[src/rtl/fifo_drain_sum_pkg.sv]
// fifo_drain_sum_pkg
//   Shared definitions for the FIFO drain-and-sum block.
//   - state_t    : controller state encoding (IDLE, DRAIN, EMIT)
//   - DATA_W_DEF : default data/sum width
//   - CNT_W_DEF  : default word-count width
package fifo_drain_sum_pkg;

    localparam int DATA_W_DEF = 32;
    localparam int CNT_W_DEF  = 8;

    typedef enum logic [1:0] {
        IDLE  = 2'd0,
        DRAIN = 2'd1,
        EMIT  = 2'd2
    } state_t;

endpackage

[src/rtl/fifo_drain_sum.sv]
// fifo_drain_sum
//   Accepts a job of N words, dequeues N words from an upstream FIFO,
//   accumulates them modulo 2^DATA_W, then enqueues the sum downstream.
//
//   Ports
//     CLK, RST          : clock, synchronous active-high reset
//     start__ENA/RDY    : job request / block idle
//     start_count       : number of words in the job (sampled with start)
//     src_first(__RDY)  : upstream head word and its valid flag
//     src_deq__RDY/ENA  : upstream dequeue ready / strobe
//     res_enq__RDY/ENA  : downstream enqueue ready / strobe
//     res_enq_v         : result word (the registered sum)
//     busy              : high whenever not IDLE
//     state_dbg         : current controller state, for observation only
//
//   Handshake rule for every __ENA/__RDY pair: an ENA is a combinational
//   function of its own RDY and is never high while that RDY is low; the
//   transfer happens on the rising edge of any cycle where ENA is high.
module fifo_drain_sum
    import fifo_drain_sum_pkg::*;
#(
    parameter int DATA_W = DATA_W_DEF,
    parameter int CNT_W  = CNT_W_DEF
) (
    input  logic              CLK,
    input  logic              RST,
    input  logic              start__ENA,
    input  logic [CNT_W-1:0]  start_count,
    output logic              start__RDY,
    input  logic [DATA_W-1:0] src_first,
    input  logic              src_first__RDY,
    input  logic              src_deq__RDY,
    output logic              src_deq__ENA,
    input  logic              res_enq__RDY,
    output logic              res_enq__ENA,
    output logic [DATA_W-1:0] res_enq_v,
    output logic              busy,
    output state_t            state_dbg
);

    state_t             state_q, state_d;
    logic [CNT_W-1:0]   remaining_q, remaining_d;
    logic [DATA_W-1:0]  sum_q, sum_d;

    // State, counter and accumulator registers.
    always_ff @(posedge CLK) begin
        if (RST) begin
            state_q     <= IDLE;
            remaining_q <= '0;
            sum_q       <= '0;
        end else begin
            state_q     <= state_d;
            remaining_q <= remaining_d;
            sum_q       <= sum_d;
        end
    end

    // Next-state and handshake outputs.
    always_comb begin
        state_d      = state_q;
        remaining_d  = remaining_q;
        sum_d        = sum_q;
        start__RDY   = 1'b0;
        src_deq__ENA = 1'b0;
        res_enq__ENA = 1'b0;

        unique case (state_q)
            IDLE: begin
                start__RDY = 1'b1;
                if (start__ENA) begin
                    sum_d = '0;
                    if (start_count == '0) begin
                        // Empty job: nothing to drain, emit a zero sum.
                        state_d = EMIT;
                    end else begin
                        remaining_d = start_count;
                        state_d     = DRAIN;
                    end
                end
            end

            DRAIN: begin
                src_deq__ENA = src_deq__RDY & src_first__RDY;
                if (src_deq__ENA) begin
                    // Carry out of the top bit is discarded by width.
                    sum_d       = sum_q + src_first;
                    remaining_d = remaining_q - 1'b1;
                    // remaining_q never reaches 0 inside DRAIN, so the
                    // decrement cannot wrap.
                    if (remaining_q == CNT_W'(1)) begin
                        state_d = EMIT;
                    end
                end
            end

            EMIT: begin
                res_enq__ENA = res_enq__RDY;
                if (res_enq__RDY) begin
                    state_d = IDLE;
                end
            end

            default: begin
                state_d = IDLE;
            end
        endcase
    end

    assign res_enq_v = sum_q;
    assign busy      = (state_q != IDLE);
    assign state_dbg = state_q;

endmodule

[config.mk]
export PLATFORM = sky130hd
export DESIGN_NAME = fifo_drain_sum
export DESIGN_NICKNAME = d
export VERILOG_FILES = /design/src/rtl/fifo_drain_sum_pkg.sv /design/src/rtl/fifo_drain_sum.sv
export SDC_FILE = /design/constraint.sdc
export NUM_CORES = 1
export LEC_CHECK = 0
export ABC_AREA = 0
export BUFFER_PORTS_ARGS = -buffer_cell sky130_fd_sc_hd__buf_2
export CORE_UTILIZATION = 50
export CTS_BUF_LIST = sky130_fd_sc_hd__clkbuf_4
export DETAILED_ROUTE_END_ITERATION = 12
export PLACE_DENSITY = 0.79
export SLEW_MARGIN = 30
export SYNTH_ARGS = -nofsm -noshare
export SYNTH_HDL_FRONTEND = slang
export SYNTH_SLANG_ARGS = --single-unit
[constraint.sdc]
create_clock -name CLK -period 2.76 [get_ports CLK]
set_input_delay 0.276 -clock CLK [delete_from_list [all_inputs] [get_ports CLK]]
set_output_delay 0.276 -clock CLK [all_outputs]
set_load 0.01 [all_outputs]
# After elaboration in Yosys (flattened, before gate mapping)

Index checks and enable logic that the tools add are counted.

Add/subtract/negate cells: 2
Multiply operators: 0
Div/mod/pow operators: 0
Order comparisons: 0
Eq/ne operators: 8
Shift operators: 0
Mux-type cells: 16
Bitwise operators: 1
Reduce and logical (&&, ||, !) cells: 7

Operator list:

| kind                                                                | count |
|---|---|
| 32-bit two-way mux                                                  | 2 |
| 32-bit one-hot mux with 2 select lines                              | 1 |
| 32-bit adder                                                        | 1 |
| 8-bit two-way mux                                                   | 3 |
| 8-bit one-hot mux with 2 select lines                               | 1 |
| 2-bit two-way mux                                                   | 5 |
| 2-bit inequality test (second input constant)                       | 5 |
| 8-bit by 1-bit == test with 1-bit output (second input constant)    | 1 |
| 8-bit logical NOT                                                   | 1 |
| 4-bit AND reduction                                                 | 2 |
| 8-bit by 1-bit subtractor with 8-bit output (second input constant) | 1 |
| 2-bit one-hot mux with 3 select lines                               | 1 |
| 2-bit nonzero test                                                  | 2 |
| 1-bit two-way mux                                                   | 3 |
| 3-bit AND reduction                                                 | 1 |
| 2-bit by 1-bit == test with 1-bit output (second input constant)    | 1 |
| 2-bit == test (second input constant)                               | 1 |
| 2-bit logical NOT                                                   | 1 |
| 1-bit bitwise AND                                                   | 1 |

Register bits after elaboration: 42
Latch bits: 0
Bits in writable memories: 0
ROM bits: 0
Output and inout bits: 38
Logic and storage cells: 37
Memories kept: 0

# Logic depth before layout (Yosys ltp)

Gate-level depths: netlist of the first run.

Depth in word-level cells: 4
Depth in mapped cells: 12
Depth with buffers taken out: 12

# Worst setup path before layout of the first run

Ideal clock, no wire load.

Path kind: reg2reg
Start: reg sum_q[0] (netlist: res_enq_v[0])
End: reg sum_q[30] (netlist: res_enq_v[30])
Setup time: 0.106 ns
Data arrival time: 2.700 ns
Path slack: -0.046 ns
Cell stages (with the launch flop): 13
Clock period less this slack: 2.806 ns
Cell sequence: dfxtp_1 > ha_1 > inv_1 > fa_1 > nand2b_1 > a21oi_1 > o211a_1 > o31ai_4 > o31ai_2 > o21ai_0 > nand2b_1 > or3b_2 > o311ai_0

Cells in the longest elaborated chain, start to end: 3

RTL lines:

| element                                | line                 | RTL |
|---|---|---|
| from (decl)                            | fifo_drain_sum.sv:43 | `logic [DATA_W-1:0] sum_q, sum_d;` |
| from (signal assigned)                 | fifo_drain_sum.sv:54 | `sum_q <= sum_d;` |
| 32-bit adder                           | fifo_drain_sum.sv:86 | `sum_d = sum_q + src_first;` |
| 32-bit two-way mux                     | fifo_drain_sum.sv:84 | `if (src_deq__ENA) begin` |
| 32-bit one-hot mux with 2 select lines | fifo_drain_sum.sv:67 | `unique case (state_q)` |

No other way between the ends. The select of a mux whose other input is x is not followed.
A chain may end at the register's enable or synchronous reset.

# Worst setup path after layout of the first run

Start: reg sum_q[3] (netlist: res_enq_v[3])
End: reg sum_q[28] (netlist: res_enq_v[28])

The elaborated chain is that of the path after synthesis.

==> metrics.yaml, run 1 <==
yosys:
  synthFlopType: "dfxtp_1"
  synthTopCellsByCount: "44 x a21oi_1, 42 x dfxtp_1, 40 x nor2_1"
  avgSynthCellArea_um2: 7.90
  synthTopCellsByArea: "dfxtp_1 25%, ha_1 13%, a21oi_1 6.7%, nor2_1 4.5%, xnor2_1 4.0%"
  synth_most_common_cell: "a21oi_1"
  synth.area.mux_share_pct: 0.303
  ys.warnings.count: 0
  syn-num-nets: 498
  synth.distinct_cells: 60
  synth_fa_ha_area_share_pct: 13.1
  ys_seq_elements: 42
  synth_top_family_by_area: "compound AO/OA/AOI/OAI gates"
  synth-seq-area-share_pct: 25.5
  synth_compound_area_share_pct: 31.3
  synthXorXnorAreaFrac_pct: 6.10
  synthesis.area_mm2: 0.00330
  synth_top_cell_area_share_pct: 25.5
  async_flop_share_pct: 0
  synth_top_area_cell: "dfxtp_1"
  synth-simple-area-share_pct: 19.4
  syn-instance-count: 418
  synth-edff-count: 0
floorplanning:
  io_pins: 84
  die_area_mm2: 0.00694
  die_y_um: 83.3
  rows: 29
  core-area_mm2: 0.00635
  start_util_pct: 52.0
  die_x_um: 83.3
placed_design:
  routabilityCongestion: 0.917
  numPortBuffers: 83
  place_hpwl_um: 6560
  dpl.cell_count: 585
  dpl_worst_slack_ps: -74.8
timing:
  slew_violations: 0
  finalWorstSetupSlack_ps: 113
  relSlewSlack_pct: 58.2
  finalCriticalPeriod_ps: 2650
  fmax_mhz: 378
  finClkSkew_ps: 14.6
  period_share_pct: 95.9
  worst_pin_slew_ps: 625
  setup_violations: 0
  hold_violations: 0
worst_setup_path:
  cp_data_required_time_ps: 3040
  end_kind: "flip-flop"
  path_max_fanout: 5
  crit_path_frequent_cell: "o31ai_4"
  path_class: "reg2reg"
  worstSetupStartpointType: "flip-flop"
  crit_slowest_cell: "o41a_1"
  critPathMaxStageDelay_ps: 430
  critPathArrivalTime_ps: 2930
  crit_chain: "ha_1, o21ai_1, a21oi_4, o211a_1, o31ai_4, o31ai_4, o41a_1, a31o_1, xor2_1, a22o_1"
clocking:
  cts_buffers: 5
  htreeDepth: 2
  cts_tree: "done"
  postCtsHoldBufs: 0
  cts_root_buffer: "clkbuf_4"
  cts_num_sinks: 42
  clk_latency_ps: 370
  clockBufferDepth: 2
  path_clk_slew_ps: 130
min_path:
  hp-class: "in2reg"
cells_and_area:
  fin_util_pct: 64.9
  area_growth_pct: 24.8
  instances_no_fill: 595
  layout-drive-gt1-share_pct: 29.2
  fin_nets: 597
  multiInputGateArea_mm2: 0.00245
  fill_cells: 576
  antenna_cells: 0
  regArea_um2: 850
job:
  drv_cap: 0
drt:
  first_iter_violations: 138
  vias_per_cell: 5.90
  route.detailed.drc: 0
  antenna_left: 0
  wl_um: 8560
  first_pass_iters: 4
  routedWlPerCell_um: 14.4
  vias: 3510
global_route:
  grt_usage_pct: 24.9
  grt_max_degree: 28
  grt_pass1_vias: 3359
  grt_overflow: 0
  grt_pass1_wl_um: 14600
  antenna_found_initial: 0
power_and_ir_drop:
  p_per_area_mw_per_mm2: 346
  p_leak_nw: 1.97
  ir_worst_vdd_uv: 214
run_status:
  outcome: "finished clean"
[registers in the layout, summed over array words and instances (netlist names)]
signal       count
remaining_q      8
res_enq_v       32
state_dbg        2
[through the flow]
step	power (mW)	hold WS, ps	cell area (µm²)	TNS, ps
finish	1.43	127	4120	0
global route	1.51	131	4120	-5.14
CTS	1.42	119	3970	0
detailed placement	1.10	466	3920	-74.8
global placement	1.09	458	3920	-1.86
floorplan	0.963	440	3310	0
[logic make-up after synthesis]
group,Yosys count
fa+ha+maj,34
buf+inv,33
flops,42
compound gates,153
mux,1
simple gates,132
xor+xnor,23
[layer usage]
metal  up-vias  part of all wire [%]  track usage [%]
li1       1759                     -                -
met1      1649                    45             30.5
met2        88                    49             43.3
met3        14                   4.5             4.47
met4         0                   1.6             8.93
met5         -                     0                0
[critical path: cells and delay by family (launching register included)]
kind                     cells  cell delay, ps
flip-flops                   1             340
AO/OA/AOI/OAI                8            1740
adder cells (fa/ha/maj)      1             350
XOR/XNOR                     1             140
[area by class of cell]
class | count | share of cell area (%)
flip-flops and latches | 42 | 20.6
multi-input cells | 343 | 59.4
clock inverters | 2 | 0.212
clock buffers | 6 | 1.09
well taps | 77 | 2.34
repair buffers | 110 | 15.0
inverters | 15 | 1.37
[timing repair]
action,CTS,global route
endpoints found under the hold margin,0,0
endpoints found under the setup margin,1,6
pin swaps,1,12
setup buffers,0,2
resized for setup,0,33
[path summary, 6_finish.rpt]
path / depth (start not counted) / slack (ps) / to / start
worst max-delay path: 10 / 110 / res_enq_v[28] / res_enq_v[3]
worst min-delay path: 2 / 130 / res_enq_v[17] / RST
worst max register to register: 10 / 110 / res_enq_v[28] / res_enq_v[3]
worst min register to register: 2 / 480 / res_enq_v[9] / res_enq_v[9]
[cells in the final DEF (no fill, tap or decap), drive strengths merged, types with 4 or more instances in the layout]
master,instances
a211oi,8
a21o,14
a21oi,44
a22o,13
a22oi,13
a31oi,4
buf,110
clkbuf,6
dfxtp,42
ha,33
inv,15
nand2,31
nand2b,8
nand3,13
nand4,8
nor2,40
nor2b,4
nor3,9
nor4,4
o21a,4
o21ai,23
o21bai,4
o31ai,5
or3,5
xnor2,15
xor2,8
[where the power goes]
part / total, mW / switching, mW / internal (mW)
logic: 0.445 / 0.252 / 0.193
registers: 0.664 / 0.0283 / 0.636
clock network: 0.318 / 0.212 / 0.106
(Power assumes the default switching activity.)
==> inputs of run 2 (changes only) <==
ABC_AREA = 1   (was 0)
CORE_UTILIZATION = 52   (was 50)
RECOVER_POWER = 25   (was unset)
==> run 2 against run 1 <==
Compared with the run above:
- total power up 66%
- count of clock-buffer cells in the layout stayed put
- combinational power grew to 2.6 times the previous value
- maximum frequency rose by 5.3%
- area after synthesis grew 28%
- cell count rose by 56%
- setup slack improved by 130 ps
- non-clock buffer count down 24
- first-iteration DRC count grew 57%
- critical path depth is 4 lower
==> metrics.yaml, run 2 <==
yosys:
  synthTopCellsByArea: "nand2_1 25%, dfxtp_1 20%, inv_1 12%, ha_1 9.8%, a21oi_1 7.6%"
  synth_top_area_cell: "nand2_1"
  async_flop_share_pct: 0
  synthesis.area_mm2: 0.00423
  synth_top_cell_area_share_pct: 24.5
  avgSynthCellArea_um2: 5.69
  syn-num-nets: 823
  synth-seq-area-share_pct: 19.9
  ys.warnings.count: 0
  synth.distinct_cells: 40
  synth_most_common_cell: "nand2_1"
  synthFlopType: "dfxtp_1"
  ys_seq_elements: 42
  syn-instance-count: 743
  synth-edff-count: 0
  synthTopCellsByCount: "276 x nand2_1, 131 x inv_1, 64 x a21oi_1"
job:
  drv_cap: 0
clocking:
  post_cts_resized: 0
  path_clk_slew_ps: 130
  postCtsHoldBufs: 0
  cts_buffers: 5
  htreeDepth: 2
  cts_num_sinks: 42
  clk_latency_ps: 370
  cts_root_buffer: "clkbuf_4"
  cts_tree: "done"
  clockBufferDepth: 2
  post_cts_buffers: 0
drt:
  vias: 4751
  antenna_left: 0
  routedWlPerCell_um: 12.4
  first_pass_iters: 5
  wl_um: 11500
  first_iter_violations: 216
  route.detailed.drc: 0
  vias_per_cell: 5.13
power_and_ir_drop:
  p_per_area_mw_per_mm2: 498
  p_leak_nw: 2.65
  finalPower_mw: 2.37
  ir_worst_vdd_uv: 623
worst_setup_path:
  crit_chain: "inv_2, nor2_2, inv_2, nor2_4, buf_4, buf_2"
  path_class: "reg2out"
  path_max_fanout: 15
  end_kind: "output pin"
  rr_endpoint: "res_enq_v[16]"
  r2r.worst_path.cells: 13
  critPathMaxStageDelay_ps: 440
  cp-startpoint: "state_dbg[0]"
  crit_path_frequent_cell: "inv_2"
  crit_slowest_cell: "dfxtp_1"
  reg2reg_slack_ps: 630
  cp.depth: 6
  crit_buf_inv: 4
  setup.worst_path.end: "src_deq__ENA"
  critPathArrivalTime_ps: 2240
  worstSetupStartpointType: "flip-flop"
  rr_startpoint: "res_enq_v[0]"
  critical_path.top_delay_family: "simple AND/OR/NAND/NOR gates"
  cp_data_required_time_ps: 2480
timing:
  period_share_pct: 91.1
  slew_violations: 0
  tns_ps: 0
  worst_pin_slew_ps: 504
  finalWorstSetupSlack_ps: 245
  rsz0062_at_grt: "no"
  hold_violations: 0
  whs_ps: 254
  finalCriticalPeriod_ps: 2510
  setup_violations: 0
  fmax_mhz: 398
  relSlewSlack_pct: 66.4
  finClkSkew_ps: 27.6
cells_and_area:
  instances_no_fill: 927
  layout_commonest_cell: "nand2_1"
  largest_register_ff_count: 32
  layout-drive-gt1-share_pct: 11.9
  mostFrequentLayoutCells: "276 x nand2_1, 131 x inv_1, 64 x a21oi_1, 63 x buf_2"
  area_growth_pct: 12.7
  fill_cells: 819
  antenna_cells: 0
  fin_area_mm2: 0.00476
  fin_util_pct: 61.0
  fin_nets: 904
global_route:
  grt_overflow: 0
  grt_usage_pct: 27.8
  grt_pass1_vias: 4469
  grt_max_degree: 36
  antenna_found_initial: 0
  grt_pass1_wl_um: 19200
floorplanning:
  core-area_mm2: 0.00781
  die_y_um: 92.2
  start_util_pct: 54.2
  io_pins: 84
  die_area_mm2: 0.00850
  die_x_um: 92.2
  rows: 32
placed_design:
  numPortBuffers: 83
  dpl_cell_area_mm2: 0.00471
  dpl_worst_slack_ps: 643
  dpl.cell_count: 919
  routabilityCongestion: 0.935
  place_hpwl_um: 9070
min_path:
  hp-class: "in2reg"
run_status:
  outcome: "finished clean"
-- run 2: layout make-up --
class	instances	area, µm²	share of cell area [%]
multi-input combinational	555	2800	58.7
sequential	42	841	17.6
inverter	134	503	10.6
timing repair buffer	86	413	8.67
tap	102	128	2.68
clock buffer	6	45.0	0.945
clock inverter	2	37.5	0.788
-- run 2: layer usage --
layer / vias up / share of wire, % / routed length (µm) / global-route usage (%)
met1: 2105 / 45 / 5220 / 34.5
met4: 0 / 2.3 / 265 / 8.72
met2: 134 / 48 / 5500 / 49.5
met3: 24 / 4.5 / 519 / 3.57
met5: - / 0 / 0 / 0
li1: 2488 / - / - / -
-- run 2: tightest hold or removal path, stage by stage --
cell	delay, ps
buf_2	90
o211ai_1	90
a21oi_1	120
-- run 2: how the worst min path moves through the flow --
| stage | end | start | cells after the start | slack (ps) |
|---|---|---|---|---|
| after floorplan | remaining_q[7] | remaining_q[7] | 2 | 440 |
| after global placement | remaining_q[7] | remaining_q[7] | 2 | 450 |
| after detailed placement | remaining_q[7] | remaining_q[7] | 2 | 460 |
| after CTS | remaining_q[5] | start_count[5] | 3 | 230 |
| after global routing | remaining_q[5] | start_count[5] | 3 | 260 |
| final | remaining_q[5] | start_count[5] | 3 | 250 |
-- run 2: cell families (layout without fill, tap and decap cells) --
logic type,Yosys count,in the layout,synth area share (%)
simple gates,414,414,41.6
flops,42,42,19.9
fa+ha+maj,34,34,10.2
buf+inv,146,228,13.9
compound gates,105,105,13.9
xor+xnor,2,2,0.414
-- run 2: report_power, final --
| part | total [mW] | internal (mW) | switching, mW |
|---|---|---|---|
| Clock | 0.439 | 0.201 | 0.237 |
| Sequential | 0.773 | 0.696 | 0.0771 |
| Combinational | 1.16 | 0.390 | 0.772 |
| Total | 2.37 | 1.29 | 1.09 |
==> inputs of run 3 (changes only) <==
--- a/config.mk
+++ b/config.mk
@@ -12,3 +12,3 @@
 export DETAILED_ROUTE_END_ITERATION = 12
-export PLACE_DENSITY = 0.79
+export PLACE_DENSITY = 0.9
 export RECOVER_POWER = 25
==> constraint.sdc (replaced) <==
create_clock -name CLK -period 2.76 [get_ports CLK]
set_input_delay 0.138 -clock CLK [delete_from_list [all_inputs] [get_ports CLK]]
set_output_delay 0.138 -clock CLK [all_outputs]
set_load 0.01 [all_outputs]
==> run 3 against run 2 <==
Compared with the run above:
- via count stayed put
- first-iteration DRC count grew 60%
- cell count stayed put
- clock skew fell by 14 ps
- die area stayed put
- critical path depth increased by 1
- combinational power about the same
- worst hold slack worse by 160 ps
- flip-flop and latch count did not move
- sequential share of layout area unchanged
- count of clock-buffer cells in the layout up 1
- critical endpoint unchanged
==> metrics.yaml, run 3 (synthesized netlist as in run 2, its figures left out) <==
run_status:
  outcome: "finished clean"
worst_setup_path:
  critPathArrivalTime_ps: 2150
  end_kind: "output pin"
  rr_startpoint: "res_enq_v[0]"
  critPathMaxStageDelay_ps: 480
  reg2reg_slack_ps: 690
  cp-startpoint: "state_dbg[0]"
  crit_slowest_cell: "nor2_4"
  rr_endpoint: "res_enq_v[16]"
  cp_data_required_time_ps: 2620
  worstSetupStartpointType: "flip-flop"
  path_class: "reg2out"
  path_max_fanout: 23
  setup.worst_path.end: "src_deq__ENA"
  r2r.worst_path.cells: 13
  crit_chain: "inv_2, nor2_2, buf_4, inv_2, nor2_4, buf_4, buf_2"
drt:
  vias: 4751
  antenna_left: 0
  first_pass_iters: 5
  route.detailed.drc: 0
  first_iter_violations: 346
  vias_per_cell: 5.13
  wl_um: 11100
  routedWlPerCell_um: 11.9
cells_and_area:
  largest_register_ff_count: 32
  antenna_cells: 0
  fin_util_pct: 61.0
  layout-drive-gt1-share_pct: 11.9
  layout_commonest_cell: "nand2_1"
  mostFrequentLayoutCells: "276 x nand2_1, 131 x inv_1, 64 x a21oi_1, 63 x buf_2"
  instances_no_fill: 927
  area_growth_pct: 12.7
  fin_nets: 904
placed_design:
  place_hpwl_um: 8680
  numPortBuffers: 83
  routabilityCongestion: 1.01
  dpl.cell_count: 919
timing:
  period_share_pct: 82.8
  fmax_mhz: 438
  worst_pin_slew_ps: 774
  hold_violations: 0
  setup_violations: 0
  slew_violations: 0
  tns_ps: 0
  relSlewSlack_pct: 48.4
  finClkSkew_ps: 14.0
  whs_ps: 97.4
  finalCriticalPeriod_ps: 2280
  rsz0062_at_grt: "no"
power_and_ir_drop:
  p_per_area_mw_per_mm2: 497
  ir_worst_vdd_uv: 676
  p_leak_nw: 2.66
global_route:
  grt_pass1_wl_um: 18600
  grt_pass1_vias: 4272
  grt_max_degree: 41
  antenna_found_initial: 0
  grt_usage_pct: 27.0
  grt_overflow: 0
clocking:
  cts_tree: "done"
  cts_root_buffer: "clkbuf_4"
  postCtsHoldBufs: 0
  cts_num_sinks: 42
  path_clk_slew_ps: 130
  htreeDepth: 2
  clk_latency_ps: 370
  clockBufferDepth: 2
  post_cts_buffers: 0
  post_cts_resized: 0
  cts_buffers: 5
job:
  drv_cap: 0
floorplanning:
  rows: 32
  die_area_mm2: 0.00850
  core-area_mm2: 0.00781
  io_pins: 84
  start_util_pct: 54.2
  die_x_um: 92.2
  die_y_um: 92.2
min_path:
  hp-class: "in2reg"
## run 3: cell types whose count changed in the layout (fill, tap and decap cells not counted)
cell        before  now
clkbuf_4         6    7
clkinvlp_4       1    0
## run 3: stage by stage
step | area, µm² | total power, mW | worst slack, ps
floorplan | 4230 | 1.68 | 859
global placement | 4710 | 1.92 | 804
detailed placement | 4710 | 1.93 | 742
CTS | 4790 | 2.37 | 485
global route | 4760 | 2.56 | 318
finish | 4760 | 2.37 | 476
## run 3: per-layer routing
layer  GRT usage, %  vias to the layer above  part of all wire, %
li1               -                     2492                    -
met1           34.3                     2047                   45
met2           46.6                      185                   46
met3           4.64                       27                  7.3
met4           7.94                        0                  2.1
met5              0                        -                    0
## run 3: power breakdown
group / total, mW / switching (mW) / leakage (nW) / internal (mW)
Clock: 0.438 / 0.226 / 0.0463 / 0.212
Combinational: 1.16 / 0.761 / 2.27 / 0.397
Sequential: 0.774 / 0.0781 / 0.341 / 0.696
Total: 2.37 / 1.06 / 2.66 / 1.30
## run 3: how the worst min path moves through the flow
| stage | start | end | slack (ps) | depth (start not counted) |
|---|---|---|---|---|
| 6_report | start_count[0] | remaining_q[0] | 100 | 3 |
| 5_1_grt | start_count[5] | remaining_q[5] | 120 | 3 |
| 4_1_cts | start_count[0] | remaining_q[0] | 100 | 3 |
| 3_5_place_dp | remaining_q[7] | remaining_q[7] | 470 | 2 |
| 3_3_place_gp | remaining_q[7] | remaining_q[7] | 450 | 2 |
| 2_1_floorplan | start_count[6] | remaining_q[6] | 350 | 2 |
## run 3: layout make-up
cell class	instances	area, µm²
fill	810	3040
clock inverter	1	30.0
timing repair buffer	86	413
multi-input combinational	555	2800
inverter	134	503
clock buffer	7	52.6
sequential	42	841
tap	102	128
## run 3: worst max-delay path: cells and delay by family (launching register included)
kind	cells	cell delay, ps
DFF	1	440
buffers and inverters	5	770
and+or+nand+nor	2	560
